--- src/rtl/i4004_bus_timing_if.sv ---
// i4004_bus_timing_if
//   Bus between the MCS-4 CPU-side timing sequencer and its environment
//   (ROM/RAM chips, fetch logic).
//   master : the sequencer. It reads pc_i, src_*, D_i and drives the bus
//            and the timing outputs.
//   slave  : the environment. It drives pc_i, src_*, D_i and observes the rest.
//   Ports:
//     pc_i[11:0], src_valid_i, src_addr_i[7:0], D_i[3:0] -> into the sequencer
//     D_o[3:0], D_oe_o, PHI1_o, PHI2_o, SYNC_o, CM_ROM_o, CM_RAM_o,
//     state_o[2:0], opr_o[3:0], opa_o[3:0], instr_valid_o  -> out of the sequencer
//   There is no valid/ready handshake on this bus. Every transfer is placed
//   at a fixed subcycle, so the timing outputs are the only qualifiers.
interface i4004_bus_timing_if;
    logic [11:0] pc_i;
    logic        src_valid_i;
    logic [7:0]  src_addr_i;
    logic [3:0]  D_i;
    logic [3:0]  D_o;
    logic        D_oe_o;
    logic        PHI1_o;
    logic        PHI2_o;
    logic        SYNC_o;
    logic        CM_ROM_o;
    logic        CM_RAM_o;
    logic [2:0]  state_o;
    logic [3:0]  opr_o;
    logic [3:0]  opa_o;
    logic        instr_valid_o;

    modport master (
        input  pc_i, src_valid_i, src_addr_i, D_i,
        output D_o, D_oe_o, PHI1_o, PHI2_o, SYNC_o, CM_ROM_o, CM_RAM_o,
               state_o, opr_o, opa_o, instr_valid_o
    );

    modport slave (
        output pc_i, src_valid_i, src_addr_i, D_i,
        input  D_o, D_oe_o, PHI1_o, PHI2_o, SYNC_o, CM_ROM_o, CM_RAM_o,
               state_o, opr_o, opa_o, instr_valid_o
    );
endinterface

--- src/rtl/i4004_bus_timing.sv ---
// i4004_bus_timing
//   CPU-side MCS-4 bus sequencer. A div/slot/subcycle counter chain produces
//   the two-phase clock, the SYNC marker and the A1..X3 machine-cycle state.
//   The sequencer drives the ROM address (A1-A3) and the optional SRC
//   address (X2-X3) onto the 4-bit bus, and it captures the opcode nibbles
//   in M1/M2.
//   Parameter PHASE_DIV : clk_i cycles per phase slot (>= 1).
//   Ports:
//     clk_i    : design clock
//     RESET_i  : synchronous, active-high reset
//     bus      : i4004_bus_timing_if.master (bus, timing and opcode outputs)
//   All outputs are registered from the counter value, so they lag the
//   counter position by one clk.
module i4004_bus_timing #(
    parameter int PHASE_DIV = 2
) (
    input  logic                    clk_i,
    input  logic                    RESET_i,
    i4004_bus_timing_if.master      bus
);
    localparam int DW = (PHASE_DIV > 1) ? $clog2(PHASE_DIV) : 1;
    localparam logic [DW-1:0] DIV_MAX = DW'(PHASE_DIV - 1);

    typedef enum logic [2:0] {A1, A2, A3, M1, M2, X1, X2, X3} subcycle_t;

    subcycle_t     state_q, state_d;
    logic [1:0]    slot_q, slot_d;
    logic [DW-1:0] div_q, div_d;
    logic          div_last;
    logic          boundary;    // counter at slot 0 / div 0 of a subcycle
    logic          sample_end;  // counter at the last clk of a subcycle

    // Counter chain: the state register is kept separate from next-state logic.
    always_ff @(posedge clk_i) begin
        if (RESET_i) begin
            state_q <= A1;
            slot_q  <= 2'd0;
            div_q   <= '0;
        end else begin
            state_q <= state_d;
            slot_q  <= slot_d;
            div_q   <= div_d;
        end
    end

    always_comb begin
        div_last   = (div_q == DIV_MAX);
        boundary   = (div_q == '0) && (slot_q == 2'd0);
        sample_end = div_last && (slot_q == 2'd3);
        div_d      = div_q + DW'(1);
        slot_d     = slot_q;
        state_d    = state_q;
        if (div_last) begin
            div_d  = '0;
            slot_d = slot_q + 2'd1;
            if (slot_q == 2'd3) begin
                state_d = subcycle_t'(state_q + 3'd1);
            end
        end
    end

    logic [11:4] pc_hi_q;       // pc[3:0] goes out directly on the A1 latch edge
    logic        src_v_q;
    logic [7:0]  src_q;
    logic [3:0]  opr_q, opa_q;  // nibbles held until X1 publishes them
    logic [3:0]  d_q;
    logic        oe_q, phi1_q, phi2_q, sync_q, cm_rom_q, cm_ram_q, iv_q;
    logic [2:0]  st_q;
    logic [3:0]  opr_out_q, opa_out_q;

    always_ff @(posedge clk_i) begin
        if (RESET_i) begin
            pc_hi_q   <= '0;
            src_v_q   <= 1'b0;
            src_q     <= '0;
            opr_q     <= '0;
            opa_q     <= '0;
            d_q       <= '0;
            oe_q      <= 1'b0;
            phi1_q    <= 1'b0;
            phi2_q    <= 1'b0;
            sync_q    <= 1'b0;
            cm_rom_q  <= 1'b0;
            cm_ram_q  <= 1'b0;
            iv_q      <= 1'b0;
            st_q      <= '0;
            opr_out_q <= '0;
            opa_out_q <= '0;
        end else begin
            phi1_q   <= (slot_q == 2'd0);
            phi2_q   <= (slot_q == 2'd2);
            sync_q   <= (state_q == X3);
            cm_rom_q <= (state_q == A3);
            cm_ram_q <= (state_q == X2) && src_v_q;
            st_q     <= state_q;
            iv_q     <= (state_q == X1) && boundary;

            if (state_q == M1 && sample_end) opr_q <= bus.D_i;
            if (state_q == M2 && sample_end) opa_q <= bus.D_i;

            // Bus contents change only on subcycle boundaries. This keeps
            // D_o/D_oe_o stable for the whole subcycle.
            if (boundary) begin
                unique case (state_q)
                    A1: begin
                        pc_hi_q <= bus.pc_i[11:4];
                        d_q     <= bus.pc_i[3:0];
                        oe_q    <= 1'b1;
                    end
                    A2: begin
                        d_q  <= pc_hi_q[7:4];
                        oe_q <= 1'b1;
                    end
                    A3: begin
                        d_q  <= pc_hi_q[11:8];
                        oe_q <= 1'b1;
                    end
                    M1, M2: begin
                        d_q  <= 4'h0;
                        oe_q <= 1'b0;
                    end
                    X1: begin
                        src_v_q   <= bus.src_valid_i;
                        src_q     <= bus.src_addr_i;
                        d_q       <= 4'h0;
                        oe_q      <= 1'b0;
                        opr_out_q <= opr_q;
                        opa_out_q <= opa_q;
                    end
                    X2: begin
                        d_q  <= src_v_q ? src_q[7:4] : 4'h0;
                        oe_q <= src_v_q;
                    end
                    X3: begin
                        d_q  <= src_v_q ? src_q[3:0] : 4'h0;
                        oe_q <= src_v_q;
                    end
                    default: begin
                        d_q  <= 4'h0;
                        oe_q <= 1'b0;
                    end
                endcase
            end
        end
    end

    assign bus.D_o           = d_q;
    assign bus.D_oe_o        = oe_q;
    assign bus.PHI1_o        = phi1_q;
    assign bus.PHI2_o        = phi2_q;
    assign bus.SYNC_o        = sync_q;
    assign bus.CM_ROM_o      = cm_rom_q;
    assign bus.CM_RAM_o      = cm_ram_q;
    assign bus.state_o       = st_q;
    assign bus.opr_o         = opr_out_q;
    assign bus.opa_o         = opa_out_q;
    assign bus.instr_valid_o = iv_q;
endmodule
--- src/flat_wrapper.sv ---
// flat-port wrapper written by rule: the top's interface ports become plain ports
module i4004_bus_timing_flat 
#(
    parameter int PHASE_DIV = 2
)
  (clk_i, RESET_i, bus_pc_i, bus_src_valid_i, bus_src_addr_i, bus_D_i, bus_D_o, bus_D_oe_o, bus_PHI1_o, bus_PHI2_o, bus_SYNC_o, bus_CM_ROM_o, bus_CM_RAM_o, bus_state_o, bus_opr_o, bus_opa_o, bus_instr_valid_o);
  i4004_bus_timing_if bus_i ();
  input  logic clk_i;
  input  logic RESET_i;
  input wire logic [$bits(bus_i.pc_i)-1:0] bus_pc_i;
  input wire logic [$bits(bus_i.src_valid_i)-1:0] bus_src_valid_i;
  input wire logic [$bits(bus_i.src_addr_i)-1:0] bus_src_addr_i;
  input wire logic [$bits(bus_i.D_i)-1:0] bus_D_i;
  output wire logic [$bits(bus_i.D_o)-1:0] bus_D_o;
  output wire logic [$bits(bus_i.D_oe_o)-1:0] bus_D_oe_o;
  output wire logic [$bits(bus_i.PHI1_o)-1:0] bus_PHI1_o;
  output wire logic [$bits(bus_i.PHI2_o)-1:0] bus_PHI2_o;
  output wire logic [$bits(bus_i.SYNC_o)-1:0] bus_SYNC_o;
  output wire logic [$bits(bus_i.CM_ROM_o)-1:0] bus_CM_ROM_o;
  output wire logic [$bits(bus_i.CM_RAM_o)-1:0] bus_CM_RAM_o;
  output wire logic [$bits(bus_i.state_o)-1:0] bus_state_o;
  output wire logic [$bits(bus_i.opr_o)-1:0] bus_opr_o;
  output wire logic [$bits(bus_i.opa_o)-1:0] bus_opa_o;
  output wire logic [$bits(bus_i.instr_valid_o)-1:0] bus_instr_valid_o;
  assign bus_i.pc_i = bus_pc_i;
  assign bus_i.src_valid_i = bus_src_valid_i;
  assign bus_i.src_addr_i = bus_src_addr_i;
  assign bus_i.D_i = bus_D_i;
  assign bus_D_o = bus_i.D_o;
  assign bus_D_oe_o = bus_i.D_oe_o;
  assign bus_PHI1_o = bus_i.PHI1_o;
  assign bus_PHI2_o = bus_i.PHI2_o;
  assign bus_SYNC_o = bus_i.SYNC_o;
  assign bus_CM_ROM_o = bus_i.CM_ROM_o;
  assign bus_CM_RAM_o = bus_i.CM_RAM_o;
  assign bus_state_o = bus_i.state_o;
  assign bus_opr_o = bus_i.opr_o;
  assign bus_opa_o = bus_i.opa_o;
  assign bus_instr_valid_o = bus_i.instr_valid_o;
  i4004_bus_timing #(.PHASE_DIV(PHASE_DIV)) u_core (.clk_i(clk_i), .RESET_i(RESET_i), .bus(bus_i));
endmodule
--- config.mk ---
export PLATFORM = sky130hd
export DESIGN_NAME = i4004_bus_timing_flat
export DESIGN_NICKNAME = d
export VERILOG_FILES = /design/src/rtl/i4004_bus_timing_if.sv /design/src/rtl/i4004_bus_timing.sv /design/src/flat_wrapper.sv
export SDC_FILE = /design/constraint.sdc
export NUM_CORES = 1
export LEC_CHECK = 0
export CORE_ASPECT_RATIO = 1.25
export CORE_MARGIN = 10
export CORE_UTILIZATION = 49
export CTS_CLUSTER_SIZE = 28
export DETAILED_ROUTE_END_ITERATION = 6
export GPL_ROUTABILITY_DRIVEN = 0
export PLACE_DENSITY_LB_ADDON = 0.05
export REMOVE_ABC_BUFFERS = 1
export SYNTH_ARGS = -nofsm -noshare
export SYNTH_HDL_FRONTEND = slang
export SYNTH_SLANG_ARGS = --single-unit
--- constraint.sdc ---
create_clock -name clk_i -period 2.3 [get_ports clk_i]
set_input_delay 0.345 -clock clk_i [delete_from_list [all_inputs] [get_ports clk_i]]
set_output_delay 0.345 -clock clk_i [all_outputs]
set_load 0.005 [all_outputs]
## After elaboration in Yosys (flattened, before gate mapping)

Index checks and enable logic that the tools add are counted.

- Bitwise operators: 1
- Eq/ne operators: 9
- Add/sub/neg operators: 3
- Mux-type cells: 4
- Reductions and logical operators: 15

Operators by type and width:

| operator | count |
|---|---|
| $pmux W4 S6 | 1 |
| $eq A3 B3 Y1 const B | 4 |
| $mux W4 | 2 |
| $eq A3 B2 Y1 const B | 2 |
| $logic_and A1 B1 Y1 | 6 |
| $reduce_and A2 Y1 | 3 |
| $reduce_or A3 Y1 | 2 |
| $eq A2 B2 Y1 const B | 2 |
| $reduce_or A2 Y1 | 2 |
| $add A3 B1 Y3 const B | 1 |
| $eq A3 B1 Y1 const B | 1 |
| $logic_not A3 Y1 | 1 |
| $pmux W1 S3 | 1 |
| $add A2 B1 Y2 const B | 1 |
| $logic_not A2 Y1 | 1 |
| $add A1 B1 Y1 const B | 1 |
| $not A1 Y1 | 1 |

- Bits of input ports: 27
- Flip-flop bits (word level): 53

## Longest topological paths before layout

- Word-level depth: 3
- Mapped depth: 8
- Depth with buffers taken out: 5

## Least setup slack after synthesis

Ideal clock, no wire load.

- Kind: register -> register
- From: reg u_core.state_q[1]
- To: reg u_core.d_q[3] (netlist: u_core.bus.D_o[3])
- Data arrival time: 1.539 ns
- Stages on the path, launching flop included: 8
- Buffers on the path: 2
- Period minus slack after synthesis: 1.643 ns
- Path slack: 0.657 ns
- Required time: 2.197 ns
- Path through: dfxtp_1 inv_1 ha_1 buf_6 or2_1 buf_6 a31o_1 a2111oi_2

- Longest elaborated chain between the ends: 3
- Elaborated cells on any way between the ends: 10
- Classes of those cells: eq/ne (7); mux (1); reduce/logical (2)

RTL lines:

| element | line | text |
|---|---|---|
| start, declared | i4004_bus_timing.sv:26 | `subcycle_t state_q, state_d;` |
| start signal, assigned | i4004_bus_timing.sv:40 | `state_q <= state_d;` |
| $eq A3 B3 Y1 / $eq A3 B2 Y1 (equally long branches) | i4004_bus_timing.sv:104 | `unique case (state_q)` |
| $reduce_or A3 Y1 (no line) | -- |  |
| $pmux W4 S6 (*) | i4004_bus_timing.sv:104 |  |
| end signal, assigned | i4004_bus_timing.sv:107 | `d_q <= bus.pc_i[3:0];` |
| end signal, assigned | i4004_bus_timing.sv:111 | `d_q <= pc_hi_q[7:4];` |
| end signal, assigned | i4004_bus_timing.sv:115 | `d_q <= pc_hi_q[11:8];` |
| end, declared | i4004_bus_timing.sv:66 | `logic [3:0] d_q;` |

Every way passes the cells marked *; elsewhere a longest branch is shown, timed or not.
A chain may end at the register's enable or synchronous reset.

## Worst setup path after layout

Ends and elaborated chain as after synthesis.

==> impl_results.md <==
- Synth Instances: 228
- Worst reg-to-reg setup slack: 520 ps
- FF-to-FF path depth: 5
- P&R area growth vs syn: 27.5%
- Critical path required time: 2500 ps
- Final setup violation count: 0
- Non-Filler Instances: 328
- Synth top area share: 0.496
- Number of synthesized flops with an enable pin: 0
- Rows: 26
- Clk Latency, worst-skew pair: 300 ps
- Vias in the first global route: 1740
- Crit path capture: u_core.bus.D_o[3]$_SDFFE_PP0P_
- Die Area: 7430 um^2
- Worst min path class: register to register
- Avg Cell Area, Syn: 9.38 um^2
- FMAX: 562 MHz
- RSZ-0062 raised after global routing: false
- Crit path from: u_core.state_q[1]$_SDFFE_PP0N_
- Largest area contributor in the synthesized netlist: dfxtp_1
- Top_reg_cell synth: dfxtp_1
- Most common cell in the netlist: dfxtp_1
- Slew @ Worst Pin: 587 ps
- Buffers inserted by post-CTS timing repair: 0
- Synthesis Warnings: 0
- Total global routing track utilization: 0.136
- Family with the most delay on the worst path: compound AO/OA/AOI/OAI gates
- Ys async rst share: 0
- HPWL after DPL: 3590 um
- Cell variety after synth: 33
- H-tree Lvls: 2
- Final period util: 0.774
- Fin. Hold Viols: 0
- Crit path max fanout: 8
- Crit-path max cell delay: 430 ps
- Gr ovfl total: 0
- Worst EP arrival: 1980 ps
- DR vias: 1710
- Slew Limit Fails: 0
- Clock buffer depth: 2
- Residual DRC: 0
- Max stage delay cell, worst path: dfxtp_1
- I/O Pins: 49
- Crit path cell chain: inv_1 > ha_1 > or2_1 > a31o_1 > a2111oi_2
- Vias/cell: 5.21
- First-pass GRT wire length: 8290 um
- Cell area after synthesis: 2140 um^2
- Port Buffers: 48
- Die width: 79.1 um
- Clock tree sinks: 53
- Dpl cells: 321
- N_diodes: 0
- DRT Pass-1 Iters: 5
- Reg-to-Reg Start: u_core.state_q[1]$_SDFFE_PP0N_
- Worst clock skew: 2.49 ps
- Status: finished, final reports clean
- Final WL: 4760 um
- Post-CTS sizing: 0
- Hold buffer count at CTS: 0
- WP buf/inv: 1
- Sequential-to-total area share from yosys stat: 0.496
- Inserted Clock Buffers: 5
- Setup crit end kind: register
- TritonCTS clock tree: yes
- CP Class: register to register
- Post-route ant nets: 0
- Layout fillers: 387
- Ratio of cells with drive above 1 in the final layout: 0.0625
- P_leak: 1.08 nW
- Register clock-pin slew on the reported worst setup and hold paths: 80 ps
- Setup_tns: 0 ps
- Die height: 93.9 um
- Max IR drop VDD: 0.000409 V
- Drt wl/cell: 14.5 um
- Final nets: 308
- Iteration-0 DRC Markers: 122
- Synth Register Bits: 53
- Capturing point of the worst reg2reg path: u_core.bus.D_o[3]$_SDFFE_PP0P_
- Power density cells: 621 nW/um^2
- Clock root cell: clkbuf_8
- Largest net degree at the start of global routing: 25
- Max_slew headroom: 0.608
- Initial antenna violation count: 0
- Synth top cells by count: dfxtp_1, nand2_1, nor2_1, a21oi_1, mux2i_1
- Initial Util: 0.514
- Critical path depth: 5
- Startpoint Class: register
- Max Cap Viol: 0
- Tmin final: 1780 ps
- Synth top area cells: dfxtp_1, mux2i_1, nand2_1
- Core Footprint: 4160 um^2
[power breakdown]
| part | switching, W | leakage, nW | total [W] | internal [W] |
|---|---|---|---|---|
| logic | 0.0000878 | 0.606 | 0.000210 | 0.000122 |
| clock network | 0.000269 | 0.0443 | 0.000508 | 0.000239 |
| registers | 0.0000261 | 0.431 | 0.000976 | 0.000950 |
| total | 0.000383 | 1.08 | 0.00169 | 0.00131 |
[metal layers]
metal,GRT usage,vias up,part of all wire
met3,0.0460,7,0.064
met2,0.225,42,0.49
met4,0.0464,0,0.012
li1,-,864,-
met1,0.161,797,0.43
met5,0,-,0
[logic make-up after synthesis]
kind of cell	share of synthesized area
AO/OA/AOI/OAI	0.131
XOR/XNOR	0.00819
adder cells (fa/ha/maj)	0.0526
buffers and inverters	0.0497
flip-flops	0.496
multiplexers	0.0795
AND/OR/NAND/NOR	0.183
[registers in the layout (all words and copies together) (netlist names), 3 cells and up]
| register | count |
|---|---|
| u_core.bus.opa_o | 4 |
| u_core.pc_hi_q | 8 |
| u_core.bus.D_o | 4 |
| u_core.opr_q | 4 |
| u_core.opa_q | 4 |
| u_core.state_q | 3 |
| u_core.bus.state_o | 3 |
| u_core.src_q | 8 |
| u_core.bus.opr_o | 4 |
[worst min path at each step]
stage,startpoint,endpoint,slack (ps),cells after the start
CTS,RESET_i,u_core.div_last$_SDFF_PP0_,460,2
finish,u_core.opr_q[1]$_SDFFE_PP0P_,u_core.bus.opr_o[1]$_SDFFE_PP0P_,450,2
floorplan,RESET_i,u_core.bus.state_o[0]$_SDFF_PP0_,410,1
detailed placement,u_core.opr_q[1]$_SDFFE_PP0P_,u_core.bus.opr_o[1]$_SDFFE_PP0P_,440,2
global route,u_core.bus.opr_o[2]$_SDFFE_PP0P_,u_core.bus.opr_o[2]$_SDFFE_PP0P_,480,2
global placement,u_core.opr_q[1]$_SDFFE_PP0P_,u_core.bus.opr_o[1]$_SDFFE_PP0P_,440,2
[stage by stage]
stage	setup slack (ps)	power (W)	hold WS [ps]	util	area (um^2)
6_report	520	0.00169	453	0.655	2730
5_1_grt	330	0.00178	476	0.655	2730
4_1_cts	510	0.00172	456	0.655	2730
3_5_place_dp	525	0.00121	444	0.634	2640
3_3_place_gp	621	0.00121	442	0.634	2640
2_1_floorplan	23.6	0.00109	412	-	2050
[cell type report]
cell class | instances | area [um^2] | area share
Clock buffer | 7 | 86.3 | 0.0317
Inverter | 5 | 18.8 | 0.00688
Multi-Input combinational cell | 154 | 978 | 0.359
Sequential cell | 53 | 1060 | 0.389
Tap cell | 56 | 70.1 | 0.0257
Timing Repair Buffer | 53 | 513 | 0.188
[cell usage in the layout (no fill, tap or decap), drive strengths merged]
cell type      count
dfxtp             53
clkdlybuf4s50     47
nand2             39
nor2              28
a21oi             20
mux2i             17
ha                 9
clkbuf             7
buf                6
inv                5
nor2b              5
a222oi             4
nor4               4
a2111oi            4
a22oi              3
a21o               3
nand3              2
xnor2              2
nand4              1
and4b              1
nand4b             1
a311oi             1
and3               1
nor3b              1
or3                1
a21boi             1
nand2b             1
a221o              1
or2                1
a31o               1
and2               1
nor4bb             1
[worst register-to-register path: stages, from the launching register on]
cell and delay (ps):
dfxtp_1 430, inv_1 110, ha_1 290, or2_1 340, a31o_1 220, a2111oi_2 290
No activity file was read; power rests on OpenSTA's default activity.
